File: config.mk
export PLATFORM = sky130hd
export DESIGN_NAME = pipe_stall_ctrl
export DESIGN_NICKNAME = d
export VERILOG_FILES = /design/src/rtl/pipe_ctrl_pkg.sv /design/src/rtl/sat_counter.sv /design/src/rtl/pipe_stall_ctrl.sv
export SDC_FILE = /design/constraint.sdc
export NUM_CORES = 1
export LEC_CHECK = 0
export ABC_CLOCK_PERIOD_IN_PS = 2070
export CAP_MARGIN = 25
export CORE_AREA = 2 2 56 69
export DETAILED_ROUTE_END_ITERATION = 8
export DIE_AREA = 0 0 58 71
export HOLD_SLACK_MARGIN = 0.15
export PLACE_DENSITY = 0.73
export SLEW_MARGIN = 20
export SYNTH_ARGS = -nofsm -noshare
export SYNTH_HDL_FRONTEND = slang
export SYNTH_HIERARCHICAL = 1
export SYNTH_SLANG_ARGS = --single-unit
File: constraint.sdc
create_clock -name clk -period 2.07 [get_ports clk]
set_input_delay 0.207 -clock clk [delete_from_list [all_inputs] [get_ports clk]]
set_output_delay 0.207 -clock clk [all_outputs]
set_load 0.05 [all_outputs]
File: src/rtl/pipe_ctrl_pkg.sv
// Shared types and defaults for the pipeline stall/flush controller.
// Imported by the controller and its testbench.
package pipe_ctrl_pkg;

    typedef enum logic [1:0] {
        RUN,
        DRAIN,
        HALTED
    } state_t;

    localparam int DRAIN_CYCLES_DEF = 4;
    localparam int MAX_STALL_DEF    = 3;
    localparam int CNT_W_DEF        = 16;

endpackage

File: src/rtl/sat_counter.sv
// Saturating up-counter: holds at all-ones instead of wrapping.
// Synchronous clear, asynchronous active-high reset.
module sat_counter #(
    parameter int W = 16
) (
    input  logic         clk,
    input  logic         rst,
    input  logic         inc,
    input  logic         clr,
    output logic [W-1:0] q
);

    always_ff @(posedge clk or posedge rst) begin
        if (rst) begin
            q <= '0;
        end else if (clr) begin
            q <= '0;
        end else if (inc && (q != '1)) begin
            q <= q + 1'b1;
        end
    end

endmodule

File: src/rtl/pipe_stall_ctrl.sv
// Pipeline enable/flush/bubble control with halt drain,
// stall-cycle counter and stall-deadlock watchdog.
import pipe_ctrl_pkg::*;

module pipe_stall_ctrl #(
    parameter int DRAIN_CYCLES = DRAIN_CYCLES_DEF,
    parameter int MAX_STALL    = MAX_STALL_DEF,
    parameter int CNT_W        = CNT_W_DEF
) (
    input  logic             clk,
    input  logic             rst,
    input  logic             insert_nop,
    input  logic             br_j_taken,
    input  logic             halt_dec,
    input  logic             mem_busy,
    output logic             pc_we,
    output logic             fd_we,
    output logic             fd_flush,
    output logic             de_nop,
    output logic             pipe_we,
    output logic             halted,
    output logic             stall_err,
    output logic [CNT_W-1:0] stall_cycles
);

    localparam int DW = $clog2(DRAIN_CYCLES) + 1;
    localparam int WW = $clog2(MAX_STALL) + 1;

    state_t        state;
    logic [DW-1:0] drain_cnt;
    logic [WW-1:0] wd_cnt;
    logic          halt_go;
    logic          stall_inc;

    always_comb begin
        pc_we    = 1'b0;
        fd_we    = 1'b0;
        fd_flush = 1'b0;
        de_nop   = 1'b0;
        pipe_we  = 1'b0;
        halt_go  = 1'b0;
        if (!rst) begin
            unique case (state)
                RUN: begin
                    if (mem_busy) begin
                        pc_we = 1'b0;
                    end else if (insert_nop) begin
                        de_nop  = 1'b1;
                        pipe_we = 1'b1;
                    end else if (br_j_taken) begin
                        pc_we    = 1'b1;
                        fd_we    = 1'b1;
                        fd_flush = 1'b1;
                        pipe_we  = 1'b1;
                    end else if (halt_dec) begin
                        fd_flush = 1'b1;
                        pipe_we  = 1'b1;
                        halt_go  = 1'b1;
                    end else begin
                        pc_we   = 1'b1;
                        fd_we   = 1'b1;
                        pipe_we = 1'b1;
                    end
                end
                DRAIN: begin
                    fd_we    = 1'b1;
                    fd_flush = 1'b1;
                    pipe_we  = !mem_busy;
                end
                default: pc_we = 1'b0;
            endcase
        end
    end

    // only real hazard/memory stalls count; halt acceptance does not
    assign stall_inc = (state == RUN) && (mem_busy || insert_nop);

    always_ff @(posedge clk or posedge rst) begin
        if (rst) begin
            state     <= RUN;
            halted    <= 1'b0;
            stall_err <= 1'b0;
            drain_cnt <= '0;
            wd_cnt    <= '0;
        end else begin
            unique case (state)
                RUN: begin
                    if (!mem_busy) begin
                        if (insert_nop) begin
                            if (wd_cnt == WW'(MAX_STALL)) begin
                                stall_err <= 1'b1;
                            end else begin
                                wd_cnt <= wd_cnt + 1'b1;
                            end
                        end else begin
                            wd_cnt <= '0;
                        end
                    end
                    if (halt_go) begin
                        state     <= DRAIN;
                        drain_cnt <= DW'(DRAIN_CYCLES - 1);
                    end
                end
                DRAIN: begin
                    if (!mem_busy) begin
                        if (drain_cnt == '0) begin
                            state  <= HALTED;
                            halted <= 1'b1;
                        end else begin
                            drain_cnt <= drain_cnt - 1'b1;
                        end
                    end
                end
                default: state <= HALTED;
            endcase
        end
    end

    sat_counter #(
        .W(CNT_W)
    ) u_stall_cnt (
        .clk (clk),
        .rst (rst),
        .inc (stall_inc),
        .clr (1'b0),
        .q   (stall_cycles)
    );

endmodule

Yosys cells after proc, flatten, opt, wreduce, memory -nomap -nowiden

Cells that the tools add are included.

Input bits: 6
Flip-flop bits (word level): 26
Logic and storage cells: 66
Output and inout port bits: 23

Eq/ne operators: 8
Bitwise operators: 1
Add/subtract/negate cells: 3
Multiplexer cells: 36
Reductions and logical operators: 12

Operators with widths:

| operator                | count |
|---|---|
| $mux W1                 | 23 |
| $add A16 B1 Y16 const B | 1 |
| $ne A16 B16 Y1 const B  | 1 |
| $mux W3                 | 5 |
| $ne A2 B2 Y1 const B    | 5 |
| $reduce_and A3 Y1       | 3 |
| $reduce_and A4 Y1       | 2 |
| $mux W2                 | 3 |
| $pmux W1 S2             | 3 |
| $pmux W3 S2             | 1 |
| $pmux W2 S2             | 1 |
| $add A3 B1 Y3 const B   | 1 |
| $eq A3 B2 Y1 const B    | 1 |
| $logic_not A3 Y1        | 1 |
| $sub A3 B1 Y3 const B   | 1 |
| $eq A2 B1 Y1 const B    | 1 |
| $logic_and A1 B1 Y1     | 2 |
| $logic_not A2 Y1        | 1 |
| $reduce_bool A2 Y1      | 1 |
| $logic_not A1 Y1        | 1 |
| $logic_or A1 B1 Y1      | 1 |
| $not A1 Y1              | 1 |

Logic depth before layout (Yosys ltp)

Word-level depth: 8
Gate-level depth with buffers: 8
Gate-level depth less buffers: 6

Cells and area by module

Netlist, hierarchy kept.

Modules (own cells, without submodules):

| module          | cells an instance | seq. area each (um^2) | area each (um^2) | times used |
|---|---|---|---|---|
| sat_counter     | 101               | 400.4                 | 922.1            | 1 |
| pipe_stall_ctrl | 69                | 250.2                 | 623.1            | 1 |

Worst setup path before layout

No wires, ideal clock.

Path type: input port to output port
Start: in mem_busy
End: out pc_we
Slack: -0.246 ns
Path buffers: 1
Arrival: 2.109 ns
Required time: 1.863 ns
Stages on the path: 4
Cell sequence: clkbuf_1 nor2_1 nand2_1 nor4_1

Cells in the longest elaborated chain, start to end: 3

RTL lines:

| what        | line                  | source |
|---|---|---|
| from (decl) | pipe_stall_ctrl.sv:15 | `input logic mem_busy,` |
| $mux W1     | pipe_stall_ctrl.sv:45 | `if (mem_busy) begin` |
| $mux W1     | pipe_stall_ctrl.sv:43 | `unique case (state)` |
| $mux W1     | pipe_stall_ctrl.sv:42 | `if (!rst) begin` |
| to (decl)   | pipe_stall_ctrl.sv:16 | `output logic pc_we,` |

Every way passes these cells.

Worst setup path in the final report

Start: reg state[0]
End: reg u_stall_cnt.q[13]

Cells in the longest elaborated chain, start to end: 3

RTL lines:

| what                   | line                   | source |
|---|---|---|
| from (decl)            | pipe_stall_ctrl.sv:29  | `state_t state;` |
| from (signal assigned) | pipe_stall_ctrl.sv:80  | `state <= RUN;` |
| from (signal assigned) | pipe_stall_ctrl.sv:100 | `state <= DRAIN;` |
| from (signal assigned) | pipe_stall_ctrl.sv:107 | `state <= HALTED;` |
| $logic_not A2 Y1       | pipe_stall_ctrl.sv:76  | `assign stall_inc = (state == RUN) && (mem_busy \|\| insert_nop);` |
| $logic_and A1 B1 Y1    | pipe_stall_ctrl.sv:76  |  |
| via stall_inc          | pipe_stall_ctrl.sv:33  | `logic stall_inc;` |
| $logic_and A1 B1 Y1    | sat_counter.sv:18      | `end else if (inc && (q != '1)) begin` |
| to (signal assigned)   | sat_counter.sv:19      | `q <= q + 1'b1;` |
| to (decl)              | sat_counter.sv:10      | `output logic [W-1:0] q` |

The timed path passes the listed nets, and every way through them passes these cells.
A chain may end at the register's enable or synchronous reset.

==> Implementation_results.wiki <==
{| class="wikitable"
! Metric !! Value
|-
| Run status || completed
|-
| Number of standard-cell rows in the floorplan || 24
|-
| Highest net fanout along the worst path || 5
|-
| Boundary Pins || 29
|-
| Pwr per Cell Area || 475 nW/um2
|-
| Layout cell share with drive strength beyond 1 || 18.0%
|-
| Antenna Violating Nets Remaining || 0
|-
| Drt pass-1 iters || 4
|-
| Total DRC errors in the routed layout || 0
|-
| Minimum setup slack in the final design || 0.0291 ns
|-
| Dpl ws || -0.0901 ns
|-
| Slew at the pin with the worst max-slew slack || 0.623 ns
|-
| Switching portion of total power || 19.6%
|-
| Share of power burned in the clock network || 42.0%
|-
| Total of max-cap violations || 0
|-
| Cell-internal power || 0.791 mW
|-
| Initial core utilization || 44.4%
|-
| Global router's overall resource usage || 19.8%
|-
| Routed length per placed instance || 15.4 um
|-
| Switching power summed over all nets || 0.193 mW
|-
| Signed area change from the synthesized netlist to the final layout || 34.0%
|-
| Total leakage power || 0.813 nW
|-
| Average vias per placed instance || 5.81
|-
| Primary flip-flop cell chosen by synthesis mapping || dfrtp_1
|-
| Buffers from clock root to sink, at most || 2
|-
| Most area-consuming cells after synthesis || dfrtp_1 42%, a21oi_1 5.2%, ha_1 4.0%
|-
| Iter 0 DRT Violations || 56
|-
| Final Hold Violating Endpoints || 0
|-
| GPL Wtd Cong || 0.888
|-
| Total number of vias || 1424
|-
| Fin crit share || 98.6%
|-
| Kind of capture point of the worst setup path || flop
|-
| Horiz. Die Dim || 58 um
|-
| Yosys top cell area share || 42.1%
|-
| Most used standard cells in the synthesized netlist || 26 x dfrtp_1, 16 x a21oi_1, 13 x inv_1
|-
| Cell type with the highest aggregate area in the netlist || dfrtp_1
|-
| Fraction of the yosys area taken by sequential cells || 42.1%
|-
| Number of antenna violations at the first check in global routing || 0
|-
| Post-synth design cell area || 1550 um2
|-
| Hold WS || 0.478 ns
|-
| Peak VDD IR || 0.450 mV
|-
| Root buffer cell || clkbuf_8
|-
| Number of cells traversed by the worst register-to-register path || 7
|-
| Worst setup SP type || flop
|-
| Skew final || 0.00800 ns
|-
| Type of the worst min-delay path || in2async
|-
| Crit path required time || 2.27 ns
|-
| Max H-tree Level || 1
|-
| Most frequent cell after synthesis || dfrtp_1
|-
| Number of cells produced by synthesis || 170
|-
| Final wirelength || 3760 um
|-
| Worst skew pair latency || 0.27 ns
|-
| Combinational cell fraction of total power || 5.9%
|-
| CP Class || reg2reg
|-
| Number of synthesized flops with an enable pin || 0
|-
| Antenna Cells || 0
|-
| Cts bufs inserted || 3
|-
| Number of sinks handled by clock tree synthesis || 26
|-
| Wire length of the first global-routing pass || 6410 um
|-
| Layout Nets || 218
|-
| Post-synthesis area per instance || 9.09 um2
|-
| Critical Path AT || 2.25 ns
|-
| Pin count of the biggest net entering global routing || 20
|-
| Max_slew headroom || 58.2%
|-
| Time the final worst path needs with I/O delays and setup || 2.04 ns
|-
| PortBufs || 28
|-
| Setup repair after global routing missed its margin || true
|-
| Vias in the first global route || 1403
|-
| Clock-pin slew on the worst setup and hold paths || 0.09 ns
|-
| Setup violation total in the final timing report || 0
|-
| CORE AREA || 3480 um2
|-
| Async set-or-reset flop fraction in the synthesized netlist || 100%
|-
| Filler cell count || 313
|-
| Count of cell types in the netlist || 42
|-
| Sequential share of power || 52.0%
|-
| Area of the die || 4120 um2
|-
| Count of state elements after synthesis || 26
|-
| Vert. Die Dim || 71 um
|-
| Detailed placement HPWL || 2900 um
|-
| Number of pins exceeding their max-slew limit in the final report || 0
|-
| Global route overflow || 0
|-
| Net count of the mapped netlist || 181
|-
| Yosys warns || 6
|-
| TritonCTS clock tree || done
|-
| Highest Clock Rate || 0.490 GHz
|}
## cells in the final DEF, fill, tap and decap left out, types with 7 or more instances in the layout
master,count
nor3_1,9
nand3_1,8
dfrtp_1,24
inv_1,13
o21ai_0,7
a21oi_1,15
nor2_1,8
nand2_1,10
buf_4,12
clkdlybuf4s50_1,23
or3_1,7
## cell type report
class                   instances  area (um2)  share of cell area, %
inverters                      13        48.8                   2.36
multi-input cells             123         828                   40.0
repair buffers                 40         420                   20.3
clock inverters                 1        30.0                   1.45
well taps                      39        48.8                   2.36
clock buffers                   3        41.3                   1.99
flip-flops and latches         26         653                   31.5
## flip-flops by register name, indices dropped and copies added (netlist names)
| register | count |
|---|---|
| u_stall_cnt/q | 16 |
| drain_cnt | 3 |
| wd_cnt | 3 |
| state | 2 |
| halted | 1 |
| stall_err | 1 |
## cell families after synthesis
kind of cell | share of synthesized area, %
AND/OR/NAND/NOR | 27.9
AO/OA/AOI/OAI | 17.6
other | 0.243
multiplexers | 2.11
buffers and inverters | 5.99
adder cells (fa/ha/maj) | 4.05
flip-flops | 42.1
## stage by stage
stage | std cells | power (mW) | util [%] | cell area [um2] | setup TNS [ns]
global placement | 241 | 0.575 | 57.2 | 1990 | -0.0473
global route | 245 | 1.02 | 59.4 | 2070 | -0.0414
finish | 245 | 0.984 | 59.4 | 2070 | 0
CTS | 245 | 0.996 | 59.2 | 2060 | 0
floorplan | 170 | 0.556 | - | 1570 | -0.164
detailed placement | 241 | 0.579 | 57.2 | 1990 | -0.0901
## power by group through the flow
stage / Sequential (mW) / Combinational, mW / Clock [mW]
floorplan: 0.522 / 0.0341 / 0
global placement: 0.522 / 0.0534 / 0
detailed placement: 0.522 / 0.0563 / 0
CTS: 0.512 / 0.0567 / 0.427
global route: 0.513 / 0.0658 / 0.443
finish: 0.512 / 0.0584 / 0.414
## path summary, 6_finish.rpt
| kind | start | end | slack, ns |
|---|---|---|---|
| setup / recovery | state[0] | u_stall_cnt/q[13] | 0.03 |
| hold / removal | rst | drain_cnt[2] | 0.48 |
| setup reg to reg | state[0] | u_stall_cnt/q[13] | 0.03 |
| hold reg to reg | stall_err | stall_err | 0.48 |
| max in group asynchronous | rst | u_stall_cnt/q[0] | 1.09 |
| min in group clk | stall_err | stall_err | 0.48 |
## critical path: stages (launching register included)
cell     delay (ns)
dfrtp_1        0.38
or2_1          0.26
nor2_1         0.11
buf_4          0.15
nand3_4        0.07
or4_4          0.44
or4_4          0.43
a21oi_2        0.13
## per-layer routing
metal	part of all wire [%]	vias up	track usage, %
li1	-	699	-
met1	42	677	23.8
met2	52	42	34.6
met3	4.4	6	3.29
met4	1.4	0	7.75
met5	0	-	0
## what timing repair did
item | in CTS | in global routing
hold endpoints to repair | 0 | 0
buffers inserted | 0 | 0
hold buffers | 0 | 0
resized for setup | 0 | 2
setup endpoints to repair | 0 | 2
Power figures use the tool's default switching activity.
